[config.mk]
export PLATFORM = sky130hd
export DESIGN_NAME = alu_writeback
export DESIGN_NICKNAME = d
export VERILOG_FILES = /design/src/rtl/toycore_pkg.sv /design/src/rtl/cond_eval.sv /design/src/rtl/alu_writeback.sv
export SDC_FILE = /design/constraint.sdc
export NUM_CORES = 1
export LEC_CHECK = 0
export ABC_AREA = 1
export BUFFER_PORTS_ARGS = -buffer_cell sky130_fd_sc_hd__buf_2
export CAP_MARGIN = 0
export CELL_PAD_IN_SITES_DETAIL_PLACEMENT = 0
export CELL_PAD_IN_SITES_GLOBAL_PLACEMENT = 1
export CORE_UTILIZATION = 34
export CTS_BUF_LIST = sky130_fd_sc_hd__clkbuf_2
export DETAILED_ROUTE_END_ITERATION = 16
export PLACE_DENSITY = 0.84
export SLEW_MARGIN = 20
export SYNTH_ARGS = -nofsm -noshare
export SYNTH_HDL_FRONTEND = slang
export SYNTH_SLANG_ARGS = --single-unit
[constraint.sdc]
create_clock -name clk -period 1.66 [get_ports clk]
set_input_delay 0.166 -clock clk [delete_from_list [all_inputs] [get_ports clk]]
set_output_delay 0.166 -clock clk [all_outputs]
set_load 0.05 [all_outputs]
[src/rtl/toycore_pkg.sv]
// toycore_pkg: condition codes, NZCV bit positions and ALU op encodings
// shared across the toycore execute and retire stages.
package toycore_pkg;

    localparam logic [3:0] COND_AL = 4'd0;
    localparam logic [3:0] COND_EQ = 4'd1;
    localparam logic [3:0] COND_NE = 4'd2;
    localparam logic [3:0] COND_CS = 4'd3;
    localparam logic [3:0] COND_CC = 4'd4;
    localparam logic [3:0] COND_MI = 4'd5;
    localparam logic [3:0] COND_PL = 4'd6;
    localparam logic [3:0] COND_VS = 4'd7;
    localparam logic [3:0] COND_VC = 4'd8;
    localparam logic [3:0] COND_HI = 4'd9;
    localparam logic [3:0] COND_LS = 4'd10;
    localparam logic [3:0] COND_GE = 4'd11;
    localparam logic [3:0] COND_LT = 4'd12;
    localparam logic [3:0] COND_GT = 4'd13;
    localparam logic [3:0] COND_LE = 4'd14;
    localparam logic [3:0] COND_NV = 4'd15;

    localparam int FLAG_N = 3;
    localparam int FLAG_Z = 2;
    localparam int FLAG_C = 1;
    localparam int FLAG_V = 0;

    typedef enum logic [3:0] {
        ALU_ADD  = 4'd0,
        ALU_ADC  = 4'd1,
        ALU_SUB  = 4'd2,
        ALU_SBB  = 4'd3,
        ALU_AND  = 4'd4,
        ALU_OR   = 4'd5,
        ALU_XOR  = 4'd6,
        ALU_MOV  = 4'd7,
        ALU_CMP  = 4'd8,
        ALU_TEST = 4'd9,
        ALU_SHL  = 4'd10,
        ALU_SHR  = 4'd11
    } alu_op_t;

endpackage

[src/rtl/cond_eval.sv]
// cond_eval: evaluates a 4-bit condition code against NZCV flags.
module cond_eval
    import toycore_pkg::*;
(
    input  logic [3:0] flags,
    input  logic [3:0] cond,
    output logic       cond_true
);

    logic w_n, w_z, w_c, w_v;

    assign w_n = flags[FLAG_N];
    assign w_z = flags[FLAG_Z];
    assign w_c = flags[FLAG_C];
    assign w_v = flags[FLAG_V];

    always_comb begin
        cond_true = 1'b0;
        case (cond)
            COND_AL: cond_true = 1'b1;
            COND_EQ: cond_true = w_z;
            COND_NE: cond_true = ~w_z;
            COND_CS: cond_true = w_c;
            COND_CC: cond_true = ~w_c;
            COND_MI: cond_true = w_n;
            COND_PL: cond_true = ~w_n;
            COND_VS: cond_true = w_v;
            COND_VC: cond_true = ~w_v;
            COND_HI: cond_true = w_c & ~w_z;
            COND_LS: cond_true = ~w_c | w_z;
            COND_GE: cond_true = (w_n == w_v);
            COND_LT: cond_true = (w_n != w_v);
            COND_GT: cond_true = ~w_z & (w_n == w_v);
            COND_LE: cond_true = w_z | (w_n != w_v);
            default: cond_true = 1'b0;
        endcase
    end

endmodule

[src/rtl/alu_writeback.sv]
// alu_writeback: aligns issue sideband with the registered ALU result, commits
// it to the register file and NZCV flags, and forwards live flags to the ALU.
module alu_writeback
    import toycore_pkg::*;
#(
    parameter int REG_AW = 4
) (
    input  logic              clk,
    input  logic              rst,
    input  logic              issue_valid,
    input  logic [REG_AW-1:0] issue_rd,
    input  logic              issue_we,
    input  logic              issue_fe,
    input  logic              flush,
    input  logic [31:0]       alu_q,
    input  logic              alu_qc,
    input  logic              alu_qv,
    output logic              flag_c,
    output logic [3:0]        flags,
    input  logic [3:0]        cond,
    output logic              cond_true,
    output logic              wb_en,
    output logic [REG_AW-1:0] wb_rd,
    output logic [31:0]       wb_data
);

    logic              r_a_valid;
    logic [REG_AW-1:0] r_a_rd;
    logic              r_a_we;
    logic              r_a_fe;
    logic [3:0]        r_flags;
    logic              r_wb_en;
    logic [REG_AW-1:0] r_wb_rd;
    logic [31:0]       r_wb_data;

    logic       w_commit;
    logic       w_flag_upd;
    logic [3:0] w_live;

    assign w_commit   = r_a_valid & ~flush;
    assign w_flag_upd = w_commit & r_a_fe;
    assign w_live     = {alu_q[31], alu_q == 32'd0, alu_qc, alu_qv};

    // Bypass the flags register so a dependent op issued right behind a
    // flag-setting op sees its carry without a stall.
    assign flags  = w_flag_upd ? w_live : r_flags;
    assign flag_c = flags[FLAG_C];

    assign wb_en   = r_wb_en;
    assign wb_rd   = r_wb_rd;
    assign wb_data = r_wb_data;

    always_ff @(posedge clk or posedge rst) begin
        if (rst) begin
            r_a_valid <= 1'b0;
            r_a_rd    <= '0;
            r_a_we    <= 1'b0;
            r_a_fe    <= 1'b0;
            r_flags   <= 4'b0000;
            r_wb_en   <= 1'b0;
            r_wb_rd   <= '0;
            r_wb_data <= 32'd0;
        end else begin
            r_a_valid <= issue_valid & ~flush;
            r_a_rd    <= issue_rd;
            r_a_we    <= issue_we;
            r_a_fe    <= issue_fe;
            r_wb_en   <= w_commit & r_a_we;
            if (w_commit & r_a_we) begin
                r_wb_rd   <= r_a_rd;
                r_wb_data <= alu_q;
            end
            if (w_flag_upd)
                r_flags <= w_live;
        end
    end

    cond_eval u_cond_eval (
        .flags     (flags),
        .cond      (cond),
        .cond_true (cond_true)
    );

endmodule

Word level (Yosys, flattened, before mapping) --
Cells that the tools add are included.
Storage, ports and cells: flip-flop bits (word level) 48, input port bits 48, output and inout bits 43, logic and storage cells 41
Operators by class: eq/ne operators 16, muxes and demuxes 2, bitwise operators 13, reductions and logical operators 2
Operators by type and width (count):
- 32-bit zero test | 1
- 4-bit equality test, second input constant | 7
- 4-bit by 3-bit equality test with 1-bit output, second input constant | 4
- 1-bit one-hot mux with 15 select lines | 1
- 4-bit by 2-bit equality test with 1-bit output, second input constant | 2
- 1-bit bitwise AND | 6
- 1-bit NOT | 5
- 4-bit by 1-bit equality test with 1-bit output, second input constant | 1
- 4-bit zero test | 1
- 4-bit two-way mux | 1
- 1-bit bitwise OR | 2
- 1-bit equality test | 1
- 1-bit != test | 1

Depth between registers and ports, before layout --
word-level depth 7, gate-level depth with buffers 11, depth with buffers taken out 11

Hierarchy --
From an unflattened synthesis, not the netlist that was laid out.
Unflattened totals: cells, all modules 260, area, all modules 2107.0 um^2
Modules (own cells, without submodules):
- alu_writeback | times used 1, cells each 211, area each 1899.3 um^2, sequential area each 1201.2 um^2
- cond_eval | times used 1, cells each 49, area each 207.7 um^2, sequential area each 0.0 um^2

Worst setup path after synthesis --
No wires, ideal clock.
path type register -> output, start register r_a_valid, end output port cond_true, data arrival time 1.696 ns, required time 1.494 ns, path slack -0.202 ns, cell stages (with the launch flop) 12, buffers on the path 1, cells stage by stage dfrtp_1 > buf_6 > nand3_4 > nand2_2 > nand2_2 > nand2_2 > nand3_2 > nand2_1 > nand2_1 > nand2_1 > nor2_1 > nand3_1
On the way: longest elaborated chain between the ends 6, elaborated cells on any way between the ends 14, classes of those cells eq/ne: 2; mux: 2; bitwise: 10
RTL lines:
- start, declared | line alu_writeback.sv:27 | logic r_a_valid;
- start signal, assigned | line alu_writeback.sv:64 | r_a_valid <= issue_valid & ~flush;
- 1-bit bitwise AND (*) | line alu_writeback.sv:40 | assign w_commit = r_a_valid & ~flush;
- 1-bit bitwise AND (*) | line alu_writeback.sv:41 | assign w_flag_upd = w_commit & r_a_fe;
- 4-bit two-way mux (*)
- named net flags[3] | line alu_writeback.sv:19 | output logic [3:0] flags,
- 1-bit != test or 1-bit equality test (tied branches)
- 1-bit bitwise OR or 1-bit bitwise AND (tied branches) | line cond_eval.sv:34, cond_eval.sv:33
- 1-bit one-hot mux with 15 select lines (*) | line cond_eval.sv:19 | case (cond)
- end, declared | line alu_writeback.sv:21 | output logic cond_true,
Mark *: on every way through the listed nets, which the timed path passes. The rest lies on a longest branch.

Final worst setup path --
start register r_a_valid, end output port cond_true
On the way: longest elaborated chain between the ends 6, elaborated cells on any way between the ends 14, classes of those cells eq/ne: 2; mux: 2; bitwise: 10
RTL lines:
- 1-bit bitwise AND (*) | line alu_writeback.sv:40
- 1-bit bitwise AND (*) | line alu_writeback.sv:41
- 4-bit two-way mux (*)
- 1-bit != test (tied with other cells) | line cond_eval.sv:32, cond_eval.sv:34
- 1-bit bitwise OR (tied with other cells) | line cond_eval.sv:34 | COND_LE: cond_true = w_z | (w_n != w_v);
- 1-bit one-hot mux with 15 select lines (*) | line cond_eval.sv:19
Mark *: on every way between the ends. The rest lies on a longest branch, timed or not.

==> results.md <==
* Vias in the first global route at between 2k and 2.5k
* Worst ir drop on vdd at roughly 0.7 mV
* Yosys top cell by area: dfrtp_1
* CTS sink cnt at between 40 and 50
* CTS max path bufs at 2
* DR iter-0 viols at 63
* PnR Total Power at between 3 and 4 mW
* Crit-path leading delay family: simple AND/OR/NAND/NOR gates
* Worst-margin pin slew at around 450 ps
* Crit end category: primary output
* #FFs+latches synth at 48
* Grt ovf at 0
* CTS tree: yes
* Worst-Skew Late Latency at about 410 ps
* Setup CP Type: flop to primary output
* Commonest cells post-synth: nand2_1 (132), dfrtp_1 (48), nor2_1 (30), inv_1 (20), nand3_1 (12)
* Pwr dens at ~1000 mW/mm²
* Synthesized area at between 0.002 and 0.0025 mm²
* Synth top area share at 55.49%
* Most frequent cell after synthesis: nand2_1
* Final Slew Violations at 0
* Total CTS buffers at 5
* Ys async rst share at between 90% and 100%
* Synth cell types at 18
* Synthesized instance count at around 280
* Vias per inst at around 4.5
* Fin cells at about 500
* Max-Cap Viols at 0
* Slew HR at a little over two thirds
* Core footprint at around 0.0060 mm²
* Routed Antenna Nets at 0
* HP Class: input port to flop
* Final Worst Setup Slack at -434.9 ps
* Fmax at 477.4 MHz
* Tcrit/Tclk final at 126.2%
* Initial core utilization at a little over a third
* Cell repeated most along the worst path: nand3_4
* Failing checks: setup timing
* H-tree depth at 2
* Crit path largest cell delay at around 480 ps
* Largest net degree at the start of global routing at 33
* DRT Wirelength at between 5000 and 6000 µm
* Hold_ws at between 20 and 25 ps
* Initial antenna violation count at 0
* Slowest cell on the critical path: dfrtp_2
* Avg Cell Area, Syn at between 7 and 8 µm²
* Via count at 2228
* Top Ports at slightly above 90
* DRC violations left at 0
* Final setup fails at 4
* RSZ-0062 raised after global routing: true
* DR WL/cell at roughly 12 µm
* Number of flops mapped to enable cells by yosys at 0
* Reg2reg start: r_a_valid$_DFF_PP0_
* Hold_sp: alu_q[27]
* DIE WIDTH at approximately 82 µm
* Final worst path period need at between 2000 and 2500 ps
* Root Buffer: clkbuf_2
* HPWL after DPL at 3952 µm
* Dpl cells at 450
* Area after DPL at between 0.002 and 0.003 mm²
* N_diodes at 0
* Sequential share of the synthesized area at 55.49%
* Status: complete, but fails checks
* Crit path DAT at about 1900 ps
* Warnings from Yosys at 0
* Design area at around 0.0034 mm²
* Area contributors post-synth: dfrtp_1 (55%), nand2_1 (23%), nor2_1 (5.2%), inv_1 (3.5%), nand3_1 (2.8%)
* Rows at 28
* Buf/Inv on CP at 2
* DR pass1 iterations at 4
* CP Launch Point: r_a_valid$_DFF_PP0_
* Number of fill cells at around 580
* Crit-path cells: nand3_4 > nand2_2 > nand3_1 > nand2_1 > clkinv_2 > nand3_2 > nor2_1 > nor2_2 > nand3_4 > buf_8
* DIE AREA at between 0.006 and 0.007 mm²
* Aggregate global-route resource usage at a little under a fifth
* Hold Violations, Final at 0
* CP Data Required Time at about 1500 ps
* Critical Path Start Type: flop
* Top_reg_cell synth: dfrtp_1
* Area growth syn-to-layout at 55.95%
* Die Ht at just over 80 µm
* Cell leakage power at roughly 1.9 nW
* CTS clk-pin slew, worst paths at between 200 and 250 ps
* First-pass GRT wire length at 9501 µm
* Layout Skew at between 30 and 40 ps
* Share of layout cells above drive strength 1 at approximately a third
* CP Max Fanout at 7
* PortBufs at 90
* Syn_nets at 324
* Placer Congestion at around 0.83
* Nets at about 470
-- metal layers --
metal | track usage [%] | share of wire (%)
met1 | 20.88 | 41
met2 | 33.72 | 51
met3 | 4.111 | 5.4
met4 | 7.895 | 2.6
met5 | 0 | 0
-- power by group --
group / switching [mW] / internal [mW]
clock: 0.372 / 0.102
combinational: 1.05 / 0.463
sequential: 0.101 / 1.35
-- worst register-to-register path, cell delays in order (launching register included) --
cell     delay [ps]
dfrtp_2         500
buf_4           150
nand3_1         130
buf_4           310
nand2_1          90
o21ai_0          90
-- worst paths after layout --
| check | to | slack (ps) | cells after the start |
|---|---|---|---|
| setup / recovery | cond_true | -430 | 10 |
| hold / removal | wb_data[27]$_DFFE_PP0P_ | 20 | 3 |
| setup reg to reg | wb_data[31]$_DFFE_PP0P_ | 320 | 5 |
| hold reg to reg | wb_rd[1]$_DFFE_PP0P_ | 480 | 2 |
| max in group asynchronous | wb_data[27]$_DFFE_PP0P_ | 880 | 4 |
| min in group asynchronous | wb_data[13]$_DFFE_PP0P_ | 280 | 3 |
-- cell families (layout without fill, tap and decap cells) --
| logic type | after synthesis | in the layout | share of synthesized area [%] |
|---|---|---|---|
| and+or+nand+nor | 188 | 188 | 35.78 |
| buffers and inverters | 32 | 176 | 6.242 |
| AOI/OAI and AO/OA | 8 | 8 | 2.485 |
| DFF | 48 | 48 | 55.49 |
-- repair_timing --
item | in CTS | in global routing
buffers inserted | 5 | 0
hold buffers | 33 | 0
setup endpoints to repair | 6 | 6
pin swaps | 16 | 5
endpoints found under the hold margin | 50 | 0
gates resized for setup | 28 | 7
-- layout make-up --
| cell class | count | area, µm² | share of cell area (%) |
|---|---|---|---|
| Sequential cell | 48 | 1204 | 35.66 |
| Timing Repair Buffer | 145 | 1046 | 30.99 |
| Multi-Input combinational cell | 196 | 900.9 | 26.69 |
| Tap cell | 75 | 93.84 | 2.780 |
| Inverter | 23 | 87.58 | 2.595 |
| Clock buffer | 5 | 25.02 | 0.7413 |
| Clock inverter | 3 | 18.77 | 0.5560 |
-- per-stage QoR --
stage / util (%) / setup TNS [ps] / worst slack (ps)
2_1_floorplan: - / 0 / 5.651
3_3_place_gp: 47.36 / -61.81 / -61.81
3_5_place_dp: 47.36 / -104.0 / -104.0
4_1_cts: 55.67 / -936.8 / -422.5
5_1_grt: 56.02 / -1530 / -609.8
6_report: 56.02 / -834.8 / -434.9
-- layout by cell type, fill, tap and decap left out, types with 2 or more instances in the layout --
cell           instances
nand2_1              129
buf_4                 16
clkinv_2               3
nand2_4                5
clkbuf_2               5
inv_2                  2
buf_12                 2
nor2_1                29
buf_2                 84
nand3_4                3
inv_1                 19
buf_8                  6
nand2_2                3
buf_6                  4
dlygate4sd3_1         33
dfrtp_2                2
nand3_1               11
o21ai_0                5
nand4_1                5
dfrtp_1               46
-- flip-flops by register name, indices dropped and copies added, names as in the netlist --
register / flops
r_a_we: 1
wb_data: 32
wb_en: 1
r_a_fe: 1
wb_rd: 4
r_flags: 4
r_a_valid: 1
r_a_rd: 4
Power figures use the tool's default switching activity.
